===== src/rtl/wb_rr_arbiter_pkg.sv =====
// Shared types and constants for the wishbone line arbiter: bus widths, FSM state
// encoding and the modular index helper used by the picker and the pointer update.
package wb_rr_arbiter_pkg;

  localparam int WB_ADDR_W = 12;
  localparam int WB_DATA_W = 128;
  localparam int WB_SEL_W  = WB_DATA_W / 8;

  typedef enum logic [1:0] {
    IDLE = 2'd0,
    BUSY = 2'd1,
    TURN = 2'd2
  } arb_state_t;

  function automatic int wrap_add(input int base, input int off, input int modulus);
    int sum;
    sum = base + off;
    return (sum >= modulus) ? (sum - modulus) : sum;
  endfunction

endpackage


===== src/rtl/wb_rr_arbiter_rr_priority_pick.sv =====
// Combinational requester pick: first set request at/after the start index, wrapping.
// Fixed-priority mode starts the scan at index 0.
module rr_priority_pick
  import wb_rr_arbiter_pkg::*;
#(
  parameter int NUM_MASTERS = 2,
  parameter int IDX_W       = 1
) (
  input  logic [NUM_MASTERS-1:0] i_req,
  input  logic [IDX_W-1:0]       i_ptr,
  input  logic                   i_rr_mode,
  output logic [NUM_MASTERS-1:0] o_onehot,
  output logic [IDX_W-1:0]       o_idx
);

  int w_start;

  assign w_start = i_rr_mode ? int'(i_ptr) : 32'sd0;

  // scan requests in priority order from the start index, keep the first hit
  always_comb begin
    logic w_found;
    logic w_hit;
    int   w_pos;
    w_found  = 1'b0;
    w_hit    = 1'b0;
    w_pos    = 32'sd0;
    o_onehot = '0;
    o_idx    = '0;
    for (int k = 0; k < NUM_MASTERS; k++) begin
      w_pos           = wrap_add(w_start, k, NUM_MASTERS);
      w_hit           = ~w_found & i_req[w_pos];
      o_onehot[w_pos] = o_onehot[w_pos] | w_hit;
      o_idx           = w_hit ? IDX_W'(w_pos) : o_idx;
      w_found         = w_found | w_hit;
    end
  end

endmodule


===== src/rtl/wb_rr_arbiter.sv =====
// N-master to 1-slave wishbone line arbiter. The grant is registered and held for one
// whole transaction, followed by a single dead cycle with CYC low before the next owner.
module wb_rr_arbiter
  import wb_rr_arbiter_pkg::*;
#(
  parameter int  NUM_MASTERS = 2,
  parameter int  ADDR_W      = WB_ADDR_W,
  parameter int  DATA_W      = WB_DATA_W,
  parameter int  SEL_W       = WB_SEL_W,
  parameter int  RR_MODE     = 1,
  localparam int IDX_W       = (NUM_MASTERS > 1) ? $clog2(NUM_MASTERS) : 1
) (
  input  logic                          clk,
  input  logic                          rst,
  input  logic [NUM_MASTERS-1:0]        m_cyc,
  input  logic [NUM_MASTERS-1:0]        m_stb,
  input  logic [NUM_MASTERS-1:0]        m_we,
  input  logic [NUM_MASTERS*ADDR_W-1:0] m_adr,
  input  logic [NUM_MASTERS*DATA_W-1:0] m_dat_m,
  input  logic [NUM_MASTERS*SEL_W-1:0]  m_sel,
  output logic [DATA_W-1:0]             m_dat_s,
  output logic [NUM_MASTERS-1:0]        m_ack,
  output logic [NUM_MASTERS-1:0]        m_rty,
  output logic                          s_cyc,
  output logic                          s_stb,
  output logic                          s_we,
  output logic [ADDR_W-1:0]             s_adr,
  output logic [DATA_W-1:0]             s_dat_m,
  output logic [SEL_W-1:0]              s_sel,
  input  logic [DATA_W-1:0]             s_dat_s,
  input  logic                          s_ack,
  input  logic                          s_rty,
  output logic                          grant_valid,
  output logic [IDX_W-1:0]              grant_idx
);

  arb_state_t             r_state;
  arb_state_t             w_next_state;
  logic [IDX_W-1:0]       r_grant_idx;
  logic [IDX_W-1:0]       w_next_grant;
  logic [IDX_W-1:0]       r_rr_ptr;
  logic [IDX_W-1:0]       w_next_ptr;
  logic [NUM_MASTERS-1:0] w_req;
  logic [NUM_MASTERS-1:0] w_pick_onehot;
  logic [IDX_W-1:0]       w_pick_idx;
  logic                   w_pick_any;
  logic                   w_busy;
  logic                   w_done;
  int                     w_g;

  assign w_req      = m_cyc & m_stb;
  assign w_pick_any = |w_pick_onehot;
  assign w_busy     = (r_state == BUSY);
  assign w_g        = int'(r_grant_idx);
  // completion (ACK/RTY) and abort (owner drops CYC) both end the tenure
  assign w_done     = s_ack | s_rty | ~m_cyc[r_grant_idx];

  rr_priority_pick #(
    .NUM_MASTERS (NUM_MASTERS),
    .IDX_W       (IDX_W)
  ) u_pick (
    .i_req     (w_req),
    .i_ptr     (r_rr_ptr),
    .i_rr_mode (RR_MODE != 0),
    .o_onehot  (w_pick_onehot),
    .o_idx     (w_pick_idx)
  );

  // state, owner and round-robin pointer registers
  always_ff @(posedge clk or posedge rst) begin
    if (rst) begin
      r_state     <= IDLE;
      r_grant_idx <= '0;
      r_rr_ptr    <= '0;
    end else begin
      r_state     <= w_next_state;
      r_grant_idx <= w_next_grant;
      r_rr_ptr    <= w_next_ptr;
    end
  end

  // next-state logic; TURN is the dead cycle and may hand straight to the next owner
  always_comb begin
    w_next_state = r_state;
    w_next_grant = r_grant_idx;
    w_next_ptr   = r_rr_ptr;
    case (r_state)
      IDLE, TURN: begin
        if (w_pick_any) begin
          w_next_state = BUSY;
          w_next_grant = w_pick_idx;
        end else begin
          w_next_state = IDLE;
        end
      end
      BUSY: begin
        if (w_done) begin
          w_next_state = TURN;
          if (RR_MODE != 0) begin
            w_next_ptr = IDX_W'(wrap_add(w_g, 1, NUM_MASTERS));
          end else begin
            w_next_ptr = r_rr_ptr;
          end
        end else begin
          w_next_state = BUSY;
        end
      end
      default: begin
        w_next_state = IDLE;
      end
    endcase
  end

  assign grant_valid = w_busy;
  assign grant_idx   = r_grant_idx;
  assign m_dat_s     = s_dat_s;

  assign s_cyc   = w_busy & m_cyc[r_grant_idx];
  assign s_stb   = w_busy & m_stb[r_grant_idx];
  assign s_we    = w_busy & m_we[r_grant_idx];
  assign s_adr   = w_busy ? m_adr[w_g*ADDR_W +: ADDR_W]   : '0;
  assign s_dat_m = w_busy ? m_dat_m[w_g*DATA_W +: DATA_W] : '0;
  assign s_sel   = w_busy ? m_sel[w_g*SEL_W +: SEL_W]     : '0;

  // responses outside a tenure are dropped
  assign m_ack = w_busy ? ({{(NUM_MASTERS-1){1'b0}}, s_ack} << r_grant_idx) : '0;
  assign m_rty = w_busy ? ({{(NUM_MASTERS-1){1'b0}}, s_rty} << r_grant_idx) : '0;

endmodule

===== config.mk =====
export PLATFORM = sky130hd
export DESIGN_NAME = wb_rr_arbiter
export DESIGN_NICKNAME = d
export VERILOG_FILES = /design/src/rtl/wb_rr_arbiter_pkg.sv /design/src/rtl/wb_rr_arbiter_rr_priority_pick.sv /design/src/rtl/wb_rr_arbiter.sv
export SDC_FILE = /design/constraint.sdc
export NUM_CORES = 1
export LEC_CHECK = 0
export ABC_AREA = 1
export CELL_PAD_IN_SITES_DETAIL_PLACEMENT = 1
export CELL_PAD_IN_SITES_GLOBAL_PLACEMENT = 1
export CORE_AREA = 2 2 290 292
export DETAILED_ROUTE_END_ITERATION = 7
export DIE_AREA = 0 0 292 294
export PLACE_DENSITY_LB_ADDON = 0.1
export SLEW_MARGIN = 10
export SYNTH_ARGS = -nofsm -noshare
export SYNTH_HDL_FRONTEND = slang
export SYNTH_HIERARCHICAL = 1
export SYNTH_SLANG_ARGS = --single-unit

===== constraint.sdc =====
create_clock -name clk -period 2.35 [get_ports clk]
set_input_delay 0.47 -clock clk [delete_from_list [all_inputs] [get_ports clk]]
set_output_delay 0.47 -clock clk [all_outputs]
set_load 0.01 [all_outputs]

; Yosys cells after proc, flatten, opt, wreduce, memory -nomap -nowiden
; Index checks and enable logic that the tools add are counted.
; Widths: inputs -> output; s select.
[word_totals]
regBits = 4
input_bits = 450
elab_cells = 78
[classes]
n_addsub = 5
multipliers = 1
order_cmp = 8
eq_ne = 2
shifts = 5
n_mux = 35
bitwise_logic = 12
n_reduce_logical = 7
[op_table]
columns = op, n
row1 = $shiftx 256x9->128, 1
row2 = $mux 128, 1
row3 = $ge 32x1->1 const B, 2
row4 = $lt 32x3->1 const B, 2
row5 = $mux 32, 2
row6 = $ge 32x3->1 const B, 1
row7 = $shiftx 32x6->16, 1
row8 = $sub 32x3->32 const B, 1
row9 = $shiftx 24x6->12, 1
row10 = $mux 1, 23
row11 = $mux 16, 1
row12 = $mux 12, 1
row13 = $mux 2, 3
row14 = $add 1x1->2 const B, 2
row15 = $and 1x1->1, 4
row16 = $and 2x2->2, 2
row17 = $or 1x1->1, 4
row18 = $pmux 2 s2, 1
row19 = $reduce_and 2->1, 2
row20 = $reduce_or 2->1, 2
row21 = $shl 1x1->2, 2
row22 = $mul 1x2->3 const B, 1
row23 = $sub 1x2->3 const B, 1
row24 = $bwmux 2, 1
row25 = 10 further kinds, 13

; Depth between registers and ports, before layout
[depth]
word_depth = 15
mapped_depth = 8
ltp_nobuf = 8

; Modules after synthesis
; Netlist, hierarchy kept.
[modules_own_cells]
columns = module, instances, cells_per_inst, area_each_um2, seq_area_each_um2
row1 = wb_rr_arbiter, 1, 692, 3668.5, 100.1
row2 = rr_priority_pick, 1, 10, 43.8, 0.0

; Worst setup path after synthesis
; OpenSTA, ideal clock, no wires.
[synth_timing]
path_kind = register -> output
from = register r_grant_idx (netlist: grant_idx)
to = output s_dat_m[100]
t_arrival_ns = 1.150
slack_ns = 0.730
stages_incl_launch_ff = 7
n_path_buf = 3
path_cell_list = dfrtp_1 buf_6 inv_4 buf_6 buf_6 nand2_1 a21oi_1
[synth_via]
elab_chain_len = 2
[synth_lines]
columns = item, line
row1 = "start, declared", wb_rr_arbiter.sv:39  ; logic [IDX_W-1:0] r_grant_idx;
row2 = "start signal, assigned", wb_rr_arbiter.sv:77  ; r_grant_idx <= w_next_grant;
row3 = $shiftx 256x9->128, wb_rr_arbiter.sv:122  ; assign s_dat_m = w_busy ? m_dat_m[w_g*DATA_W +: DATA_W] : '0;
row4 = $mux 128, wb_rr_arbiter.sv:122
row5 = "end, declared", wb_rr_arbiter.sv:28  ; output logic [DATA_W-1:0] s_dat_m,
; No other way between the ends.

; Worst setup path in the final report
[layout_timing]
from = register r_grant_idx (netlist: grant_idx)
to = output s_dat_m[43]
; The elaborated chain is that of the path after synthesis.

==> flow_summary.toml <==
[outcome]
outcome = "finished with violations"
violations = "setup timing"

[cells_and_area]
area_growth_pct = 156
final_area_um2 = 9500
post_route_cells_drive_above_1_share_pct = 9.39
num-nets-final = 1505
num-fill-cells = 9915

[sta]
skew_ns = 0.00110
finalHoldViolCount = 0
finalCriticalPeriod_ns = 2.45
period_share_pct = 104
slew_violations = 0
fin_ws_ns = -0.105
max_freq_mhz = 407
rsz0062_at_grt = "true"
finalSetupViolCount = 10

[synthesis]
synth_top_area_share_pct = 32.5
synth_area_leaders = "nand2_1, buf_4, a21oi_1"
ys_warn_count = 6
yosysTopAreaCell = "nand2_1"
yosysMostFrequentCell = "nand2_1"
synthFlopType = "dfrtp_1"
yosys.cell_types.count = 20
syn-instance-count = 702
ys_seq_area_share_pct = 2.70
synth-seq-cells = 4
synth_area_um2 = 3710
async_flop_share_pct = 100
synth_edf_count = 0
syn_avg_cell_area_um2 = 5.29
yosys-top-cells-count = "nand2_1, a21oi_1, buf_4"

[run]
cap_violations = 0

[routing]
viasPerCell = 2.72
drc = 0
wl_um = 34100
dr.pass1.iters = 4
initialDrtViolationCount = 77
avgRoutedWirePerCell_um = 16.0
vias = 5808
ant_nets = 0

[critical_path]
path_cells = "buf_12 > buf_12 > buf_6 > nand2_1 > a21oi_1 > clkdlybuf4s50_1"
cp.buffers_inverters = 4
cpMostUsedCell = "buf_12"
worst_setup_path_end_kind = "output pin"
rrSetupSlack_ns = 0.81
critPathKind = "reg -> out"
crit_required_ns = 1.88
cp_slowest_cell = "clkdlybuf4s50_1"
r2r_start = "grant_idx$_DFFE_PP0P_"
worst_ep_arrival_time_ns = 1.98
critPathMaxFanout = 17
cp_slowest_stage_delay_ns = 0.55
r2r-end = "r_rr_ptr$_DFFE_PP0P_"
r2r_cells = 8
crit_family = "buffers and inverters"
cp-start-kind = "flip-flop"

[clock_network]
cts_root_buf = "clkbuf_16"
path_clk_slew_ns = 0.03
clock_latency_ns = 0.23
cts_tree = "built"
htreeDepth = 1
cts_buffer_depth = 2
ctsHoldBuffers = 0
numCtsBuffers = 3
cts.sinks = 4

[worst_hold_path]
hold_path_class = "in -> async"

[global_route]
grt.total_usage_pct = 7.35
grt_overflow = 0
grt_pass1_vias = 6474
grt_max_degree = 51
grt_pass1_wl_um = 46800
antenna_found_initial = 4

[power_and_ir_drop]
total_power_uw = 6500
peakVddDrop_mv = 0.259
power.share.combinational_pct = 93.4
power_frac_seq_pct = 2.4
p_switching_uw = 3370
leakage_uw = 0.00499
sw_frac_of_total_pct = 51.9
p_per_area_nw_per_um2 = 684
clkPwrFrac_pct = 4.2
p_int_uw = 3130

[floorplan]
die_area_um2 = 85800
rows = 106
core_area_um2 = 82900
die_w_um = 292
boundaryPins = 743
die_h_um = 294
start_util_pct = 4.48

[place]
postPlaceCellArea_um2 = 9110
dp_hpwl_um = 28600
portBuffers = 486
pre_cts_ws_ns = -0.130
place.gp.congestion = 0.688
-- cell usage in the layout (no fill, tap or decap), types with 2 or more instances in the layout --
cell,Yosys,routed
clkdlybuf4s15_1,0,5
buf_4,129,19
clkbuf_2,0,4
nor3_1,3,3
inv_1,10,10
nand3_1,2,2
buf_6,13,2
dlygate4sd2_1,0,39
a21oi_1,129,127
nand2_2,10,10
dfrtp_1,4,3
buf_12,0,16
nand2_1,321,321
dlymetal6s2s_1,0,93
nor2_1,3,3
a21oi_2,30,32
clkdlybuf4s50_1,0,344
buf_8,0,4
o21ai_0,2,2
clkbuf_16,0,4
conb_1,1,2
-- worst max-delay path by stage --
stage	start	endpoint	slack, ns	cells after the start
final	grant_idx$_DFFE_PP0P_	s_dat_m[43]	-0.10	6
after detailed placement	grant_idx$_DFFE_PP0P_	s_dat_m[84]	-0.13	5
after global placement	grant_idx$_DFFE_PP0P_	s_dat_m[84]	-0.14	5
after global routing	grant_idx$_DFFE_PP0P_	s_dat_m[43]	-0.19	6
after CTS	grant_idx$_DFFE_PP0P_	s_dat_m[33]	-0.19	6
after floorplan	grant_idx$_DFFE_PP0P_	s_dat_m[100]	0.73	6
-- sequential cells by signal, indices dropped and copies added, names as in the netlist --
signal and cells:
r_state 2, grant_idx 1, r_rr_ptr 1
-- final cells by class --
type                       instances  area [um^2]  area share, %
timing repair buffer             528         5620           59.1
multi-input combinational        505         2270           23.9
tap                             1080         1350           14.2
sequential                         4          104           1.09
inverter                          13         80.1          0.843
clock buffer                       4         78.8          0.830
antenna                            1         2.50         0.0263
-- worst reg2reg max path: cells and delay by family (launching register included) --
kind	cells	cell delay, ns
buf+inv	3	0.45
flops	1	0.54
simple gates	5	0.48
-- logic make-up (layout without fill, tap and decap cells) --
kind of cell | Yosys count | in the layout | share of synthesized area [%]
other | 1 | 3 | 0.101
flip-flops | 4 | 4 | 2.70
buffers and inverters | 194 | 545 | 36.5
AO/OA/AOI/OAI | 161 | 161 | 24.7
AND/OR/NAND/NOR | 342 | 342 | 36.0
-- per-layer routing --
layer / GRT usage, % / share of wire, %
met1: 6.97 / 34
met2: 13.7 / 51
met3: 3.74 / 13
met4: 2.31 / 3.1
met5: 0 / 0.14
-- power by group through the flow --
stage          sequential [uW]  combinational [uW]  clock, uW
3_5_place_dp               138                6380          0
4_1_cts                    147                6300        281
3_3_place_gp               138                6460          0
5_1_grt                    159                6740        284
2_1_floorplan              120                2960          0
6_report                   154                6070        276
-- through the flow --
step / cells / TNS (ns) / util (%) / hold WS (ns)
final: 2135 / -0.200 / 11.5 / 0.441
after global routing: 2134 / -1.92 / 11.5 / 0.488
after CTS: 2131 / -11.74 / 11.1 / 0.449
after detailed placement: 2126 / -1.09 / 11.0 / 0.552
after global placement: 2126 / -1.14 / 11.0 / 0.555
after floorplan: 703 / 0 / - / 0.236
-- timing repair --
item                       CTS  global route
gates resized for setup     57           115
setup endpoints to repair  161           113
gates cloned                 0             1
setup buffers                2             2
(Power assumes the default switching activity.)
